## config.mk

```make
export PLATFORM = sky130hd
export DESIGN_NAME = fifo_enq_arbiter
export DESIGN_NICKNAME = d
export VERILOG_FILES = /design/src/rtl/fifo_enq_arbiter.sv
export SDC_FILE = /design/constraint.sdc
export NUM_CORES = 1
export LEC_CHECK = 0
export CORE_AREA = 3 3 77 79
export DETAILED_ROUTE_END_ITERATION = 8
export DIE_AREA = 0 0 80 82
export MAX_ROUTING_LAYER = met4
export PLACE_DENSITY = 0.81
export RECOVER_POWER = 50
export SLEW_MARGIN = 15
export SYNTH_ARGS = -nofsm -noshare
export SYNTH_HDL_FRONTEND = slang
export SYNTH_SLANG_ARGS = --single-unit
```

## constraint.sdc

```tcl
create_clock -name clk -period 2.5 [get_ports clk]
set_input_delay 0.25 -clock clk [delete_from_list [all_inputs] [get_ports clk]]
set_output_delay 0.25 -clock clk [all_outputs]
set_load 0.03 [all_outputs]
```

## src/rtl/fifo_enq_arbiter.sv

```systemverilog
// rtl/fifo_enq_arbiter.sv - round-robin arbiter sharing one fifo enqueue port among N_REQ requesters
// Optional per-requester saturating grant counters enabled by defining FIFO_ARB_GRANT_CNT_EN.
module fifo_enq_arbiter #(
  parameter int N_REQ      = 4,
  parameter int DATA_WIDTH = 32
) (
  input  logic                          clk,
  input  logic                          rst,
  input  logic [N_REQ-1:0]              req_valid,
  output logic [N_REQ-1:0]              req_ready,
  input  logic [N_REQ*DATA_WIDTH-1:0]   req_data,
  output logic                          valid_enq,
  input  logic                          ready_enq,
  output logic [DATA_WIDTH-1:0]         data_enq,
  output logic [$clog2(N_REQ)-1:0]      grant_idx
`ifdef FIFO_ARB_GRANT_CNT_EN
  ,
  output logic [N_REQ*16-1:0]           grant_cnt
`endif
);

  localparam int IDX_WIDTH = $clog2(N_REQ);
  localparam logic [IDX_WIDTH:0]   N_REQ_W = (IDX_WIDTH+1)'(N_REQ);
  localparam logic [IDX_WIDTH-1:0] LAST_IDX = IDX_WIDTH'(N_REQ - 1);

  typedef enum logic {ARB = 1'b0, HOLD = 1'b1} state_t;

  state_t                 state, next_state;
  logic [IDX_WIDTH-1:0]   rr_ptr, next_rr_ptr;
  logic [IDX_WIDTH-1:0]   lock_idx, next_lock_idx;

  logic [DATA_WIDTH-1:0]  data_arr [N_REQ];
  logic [IDX_WIDTH:0]     sum;
  logic [IDX_WIDTH-1:0]   cand;
  logic [IDX_WIDTH-1:0]   arb_sel;
  logic                   arb_found;
  logic [IDX_WIDTH-1:0]   sel;
  logic                   sel_valid;
  logic                   transfer;

  function automatic logic [IDX_WIDTH-1:0] inc_wrap(input logic [IDX_WIDTH-1:0] i);
    return (i == LAST_IDX) ? '0 : IDX_WIDTH'(i + 1'b1);
  endfunction

  always_comb begin
    for (int i = 0; i < N_REQ; i++) begin
      data_arr[i] = req_data[i*DATA_WIDTH +: DATA_WIDTH];
    end
  end

  // Rotating priority search; one conditional subtract is enough since rr_ptr and k are both < N_REQ.
  always_comb begin
    arb_found = 1'b0;
    arb_sel   = '0;
    sum       = '0;
    cand      = '0;
    for (int k = 0; k < N_REQ; k++) begin
      sum = {1'b0, rr_ptr} + (IDX_WIDTH+1)'(k);
      if (sum >= N_REQ_W) begin
        sum = sum - N_REQ_W;
      end
      cand = sum[IDX_WIDTH-1:0];
      if (!arb_found && req_valid[cand]) begin
        arb_found = 1'b1;
        arb_sel   = cand;
      end
    end
  end

  always_comb begin
    next_state    = state;
    next_rr_ptr   = rr_ptr;
    next_lock_idx = lock_idx;
    sel           = '0;
    sel_valid     = 1'b0;
    case (state)
      ARB: begin
        if (arb_found) begin
          sel       = arb_sel;
          sel_valid = 1'b1;
          if (ready_enq) begin
            next_rr_ptr = inc_wrap(arb_sel);
          end else begin
            next_state    = HOLD;
            next_lock_idx = arb_sel;
          end
        end
      end
      HOLD: begin
        // A requester withdrawing while locked just releases the lock; no same-cycle re-arbitration.
        if (req_valid[lock_idx]) begin
          sel       = lock_idx;
          sel_valid = 1'b1;
          if (ready_enq) begin
            next_state  = ARB;
            next_rr_ptr = inc_wrap(lock_idx);
          end
        end else begin
          next_state = ARB;
        end
      end
      default: next_state = ARB;
    endcase
  end

  always_ff @(posedge clk) begin
    if (rst) begin
      state    <= ARB;
      rr_ptr   <= '0;
      lock_idx <= '0;
    end else begin
      state    <= next_state;
      rr_ptr   <= next_rr_ptr;
      lock_idx <= next_lock_idx;
    end
  end

  always_comb begin
    valid_enq = sel_valid & ~rst;
    transfer  = valid_enq & ready_enq;
    grant_idx = rst ? '0 : sel;
    data_enq  = rst ? '0 : data_arr[sel];
    req_ready = '0;
    if (transfer) begin
      req_ready[sel] = 1'b1;
    end
  end

`ifdef FIFO_ARB_GRANT_CNT_EN
  for (genvar i = 0; i < N_REQ; i++) begin : g_cnt
    logic [15:0] cnt;
    always_ff @(posedge clk) begin
      if (rst) begin
        cnt <= '0;
      end else if (req_ready[i] && cnt != 16'hFFFF) begin
        cnt <= cnt + 16'd1;
      end
    end
    assign grant_cnt[i*16 +: 16] = cnt;
  end
`endif

endmodule

```

Word-level counts from Yosys, hierarchy flattened
Cells that the tools add are included.
{ "classes": {"addsub": 9, "order_cmp": 12, "eq_ne": 6, "mux": 47, "bitwise_logic": 6, "reduce_logical": 9} }
{ "ops": {"columns": ["operator", "count"], "rows": [
  ["2-to-1 mux 32 bit", 3],
  ["binary-select mux 32 bit (select 2 bit)", 1],
  ["2-to-1 mux 2 bit", 17],
  ["< comparator 2 x 3 -> 1 bit, second input constant", 6],
  ["2-to-1 mux 1 bit", 15],
  [">= comparator 3 bit, second input constant", 4],
  ["binary-select mux 1 bit (select 2 bit)", 5],
  ["case mux 2 bit (2 select lines)", 2],
  ["subtractor 2 x 1 -> 2 bit, second input constant", 4],
  ["adder 2 x 2 -> 3 bit, second input constant", 2],
  ["!= test 2 bit, second input constant", 3],
  ["adder 2 x 1 -> 2 bit, second input constant", 2],
  ["equality test 2 bit, second input constant", 2],
  ["logical AND 1 bit", 4],
  ["2-to-1 mux 4 bit", 1],
  ["case mux 1 bit (2 select lines)", 2],
  ["AND reduction 4 bit", 1],
  ["adder 2 x 1 -> 3 bit, second input constant", 1],
  [">= comparator 2 x 3 -> 1 bit, second input constant", 1],
  ["logical NOT 1 bit", 3],
  ["inverter 1 bit", 3],
  ["inverter 2 -> 3 bit", 1],
  ["AND reduction 3 bit", 1],
  ["bitwise AND 1 bit", 2],
  ["other kinds (3)", 3]
]} }
{ "word_totals": {"ff_bits": 5, "input_bits": 135, "word_cells": 92} }

Logic depth before layout (Yosys ltp)
Gate-level depths: netlist of the first run.
{ "depth": {"ltp_word": 21, "depth_mapped": 8, "ltp_nobuf": 5} }

Worst setup path before layout of the first run
Ideal clock, no wire load.
{ "synth_path": {"path_type": "input to output", "start": "input port req_valid[0]", "end": "output port data_enq[12]", "arrival_ns": 2.031, "setup_slack_ns": 0.219, "stages": 8, "path_cell_list": "or4_1 -> nand2_1 -> o32ai_1 -> buf_6 -> buf_6 -> buf_8 -> mux2i_1 -> o22ai_1"} }
{ "synth_between": {"elab_chain_cells": 19, "word_cells_on_any_way": 32, "classes_between": "mux: 25; bitwise: 1; reduce/logical: 6"} }
{ "synth_lines": {"columns": ["item", "line_no", "source"], "rows": [
  ["start: declaration", "9", "input logic [N_REQ-1:0] req_valid,"],
  ["binary-select mux 1 bit (select 2 bit)", "63", "if (!arb_found && req_valid[cand]) begin"],
  ["2-to-1 mux 1 bit (implied by the code)", "63", null],
  ["2-to-1 mux 1 bit", "63", null],
  ["logical NOT 1 bit", "63", null],
  ["logical AND 1 bit", "63", null],
  ["2-to-1 mux 1 bit", "63", null],
  ["logical NOT 1 bit", "63", null],
  ["logical AND 1 bit", "63", null],
  ["(+2 left out)", null, null],
  ["logical AND 1 bit", "63", null],
  ["2-to-1 mux 2 bit / 2-to-1 mux 1 bit (equally long branches)", "63", null],
  ["2-to-1 mux 2 bit", "78", "if (arb_found) begin"],
  ["case mux 2 bit (2 select lines) *", "76", "case (state)"],
  ["inverter 2 -> 3 bit (implied by the code) *", "122", "data_enq = rst ? '0 : data_arr[sel];"],
  ["binary-select mux 32 bit (select 2 bit) *", "122", null],
  ["2-to-1 mux 32 bit (implied by the code) * (2 in a row)", "122", null],
  ["2-to-1 mux 32 bit *", "122", null],
  ["end: declaration", "14", "output logic [DATA_WIDTH-1:0] data_enq,"]
]} }
Every way passes the cells marked *; elsewhere a longest branch is shown, timed or not. The select of a mux whose other input is x is not followed.

Worst setup path in the final report of the first run
{ "layout_path": {"start": "input port req_valid[0]", "end": "output port data_enq[1]"} }
The elaborated chain is that of the path after synthesis.

==> qor.txt, run 1 <==
Core box area - 5405 µm²
Slowest-stage cell, CP - dlygate4sd2_1
Seq/Total Area, Yosys - 7.098%
Kind of critical path - in -> out
Pre-CTS worst setup slack - -0.1230 ns
Hold slack final - 0.5409 ns
Final setup viols - 0
Post-detailed-routing wire length - 7.027 mm
Layout cells sized above 1 - 21.27%
WHS Path Cells - 2
GRT Util Overall - 19.47%
Worst stage delay on the critical path - 0.27 ns
Drt wl/cell - 16.19 µm
Routed Antenna Nets - 0
Distinct cell type count after synthesis - 31
Clock buffer depth - 2
Core Util, Final - 63.10%
Setup crit end kind - output pin
Most frequent CP cell - buf_4
Initial antenna violation count - 0
Commonest non-fill, non-tap cell in the layout - clkdlybuf4s50_1
Reg2reg path depth - 6
Required time of the critical path - 2.25 ns
Critical path cell sequence - dlygate4sd2_1 -> buf_4 -> nand2_1 -> a221oi_2 -> buf_4 -> o32ai_4 -> buf_6 -> buf_12 -> buf_12 -> mux2i_1 -> o22ai_1 -> buf_4
Ys async rst share - 0%
Top_reg_cell synth - dfxtp_1
Post-route insts no fill - 434
Clock tree from TritonCTS - yes
# rows - 27
CTS buffer count - 3
HP Start - rr_ptr[0]
# IOs - 174
Maximum VDD drop - 244.1 µV
Area Overhead vs Synth - 141.9%
Num Clock Sinks - 5
Static Leakage - 0.001376 µW
PwrDens - 364.0 nW/µm²
Hold EP - rr_ptr[0]
Hold WC Path Type - reg -> reg
Die span in x - 80 µm
Setup Skew - 0.0006298 ns
Most frequent cells in the layout - clkdlybuf4s50_1, mux2i_1, buf_4
Total Die Area - 6560 µm²
Synth Area per Inst - 8.012 µm²
Number of synthesized register bits - 5
ANT cells - 0
EDFF count, synth - 0
Fin worst setup slack - 0.08268 ns
Root Buffer - clkbuf_8
Worst setup SP type - input port
Final Wtd Congestion - 0.9633
Cells after DPL - 428
# DRC - 0
Flop2flop setup slack - 0.65 ns
Worst-Skew Late Latency - 0.22 ns
Max-cap violation count - 0
Synthesized net count - 312
Mapped Area - 1410 µm²
HPWL Detailed - 5.890 mm
Peak Freq - 413.7 MHz
Crit path max fanout - 9
Detailed Routing Iterations Pass 1 - 4
Least-Margin Pin Slew - 0.3831 ns
Setup_tns - 0 ns
DR vias - 2165
Pin count of the biggest net entering global routing - 25
Port Buf Inserts - 173
Reg-to-reg endpoint - rr_ptr[1]
Filler cell count - 496
Min Tclk post-route - 2.417 ns
Fin. Hold Viols - 0
Overflow after GRT - 0
Cell count after synthesis - 176
Vias per inst - 4.988
Starting Density - 26.09%
Slew Limit Headroom - 73.80%
Crit share post-route - 96.69%
Clk slew on worst S/H paths - 0.03 ns
Vias in the first global route - 2016
RSZ-0062 raised after global routing - false
CP arrival - 2.17 ns
Ys Warns - 0
Htree depth - 1
First-pass GRT wire length - 9.811 mm
Status - complete, no violations
Fin. max-slew vios - 0
Reg2reg start - lock_idx[0]
NumNets Final - 499
Die Ht - 82 µm
Starting DRT DRC Count - 84
-- cells in the mapped netlist (2+ instances only) --
cell type   n  area, µm²
inv_1       6      22.52
dfxtp_1     5      100.1
buf_6       2      22.52
or4_1       2      15.01
buf_2       4      20.02
nor2b_1     4      25.02
mux2i_1    68      680.7
a21oi_1     5      25.02
buf_4       4      30.03
o22ai_1    33      206.5
o21ai_0     3      15.01
nor2_1      7      26.28
clkbuf_1    6      22.52
o32ai_1     2      17.52
nand2b_1    3      18.77
nand2_1     7      26.28
-- through the flow --
stage	cell area, µm²	power [µW]
6_report	3411	1242
3_3_place_gp	3311	1062
3_5_place_dp	3311	1071
4_1_cts	3418	1252
5_1_grt	3411	1315
2_1_floorplan	1410	599.7
-- layer usage --
layer  share of wire [%]  GRT usage (%)  up-vias
met4                 2.2          7.095        0
met1                  38          22.06      979
li1                    -              -     1058
met2                  51          33.77      116
met3                 8.5          4.167       12
met5                   0              -        -
-- cell families after synthesis --
kind of cell	synth area share, %
buf+inv	9.405
mux	49.87
simple gates	11.00
compound gates	21.74
fa+ha+maj	0.8872
flops	7.099
-- what timing repair did --
action / CTS / global route
hold buffers: 0 / 0
buffers inserted: 1 / 0
gates resized for setup: 10 / 8
setup endpoints to repair: 33 / 34
pin swaps: 2 / 5
cloned: 1 / 0
-- where the power goes --
part	internal [µW]	leakage, µW	total, µW	switching [µW]
sequential	88.0	0.0000416	99.4	11.4
combinational	541	0.00131	994	453
clock	109	0.0000228	148	38.7
-- sequential cells by signal (all words and copies together), names as in the netlist --
register,cells
lock_idx,2
rr_ptr,2
state,1
-- layout make-up --
class / count / area [µm²] / area share, %
Clock buffer: 4 / 45.04 / 1.321
Inverter: 6 / 22.52 / 0.6603
Multi-Input combinational cell: 148 / 1227 / 35.99
Sequential cell: 5 / 101.3 / 2.971
Tap cell: 72 / 90.09 / 2.641
Timing Repair Buffer: 199 / 1924 / 56.42
-- worst max-delay path, delay by kind of cell --
kind | cells | cell delay, ns
compound gates | 3 | 0.42
buf+inv | 7 | 1.14
mux | 1 | 0.23
simple gates | 1 | 0.10
-- worst max path at each step --
stage                       startpoint            to  slack [ns]  depth (start not counted)
after detailed placement  req_valid[2]  data_enq[27]       -0.12                          9
after CTS                    rr_ptr[1]  data_enq[17]       0.005                          7
after floorplan           req_valid[0]  data_enq[12]        0.22                          8
final                     req_valid[0]   data_enq[1]        0.08                         12
after global routing      req_valid[2]  data_enq[10]       0.003                         10
after global placement    req_valid[3]  data_enq[11]        -0.1                          9
Note: power is estimated with default switching activity, not from simulation.
==> run 2: changes to the inputs <==
--- a/config.mk
+++ b/config.mk
@@ -6,6 +6,7 @@
 export NUM_CORES = 1
 export LEC_CHECK = 0
 export CORE_AREA = 3 3 77 79
+export CTS_CLUSTER_SIZE = 28
 export DETAILED_ROUTE_END_ITERATION = 8
 export DIE_AREA = 0 0 80 82
 export MAX_ROUTING_LAYER = met4
==> results of run 2 <==
Final layout, timing and power as in run 1 (identical DEF).
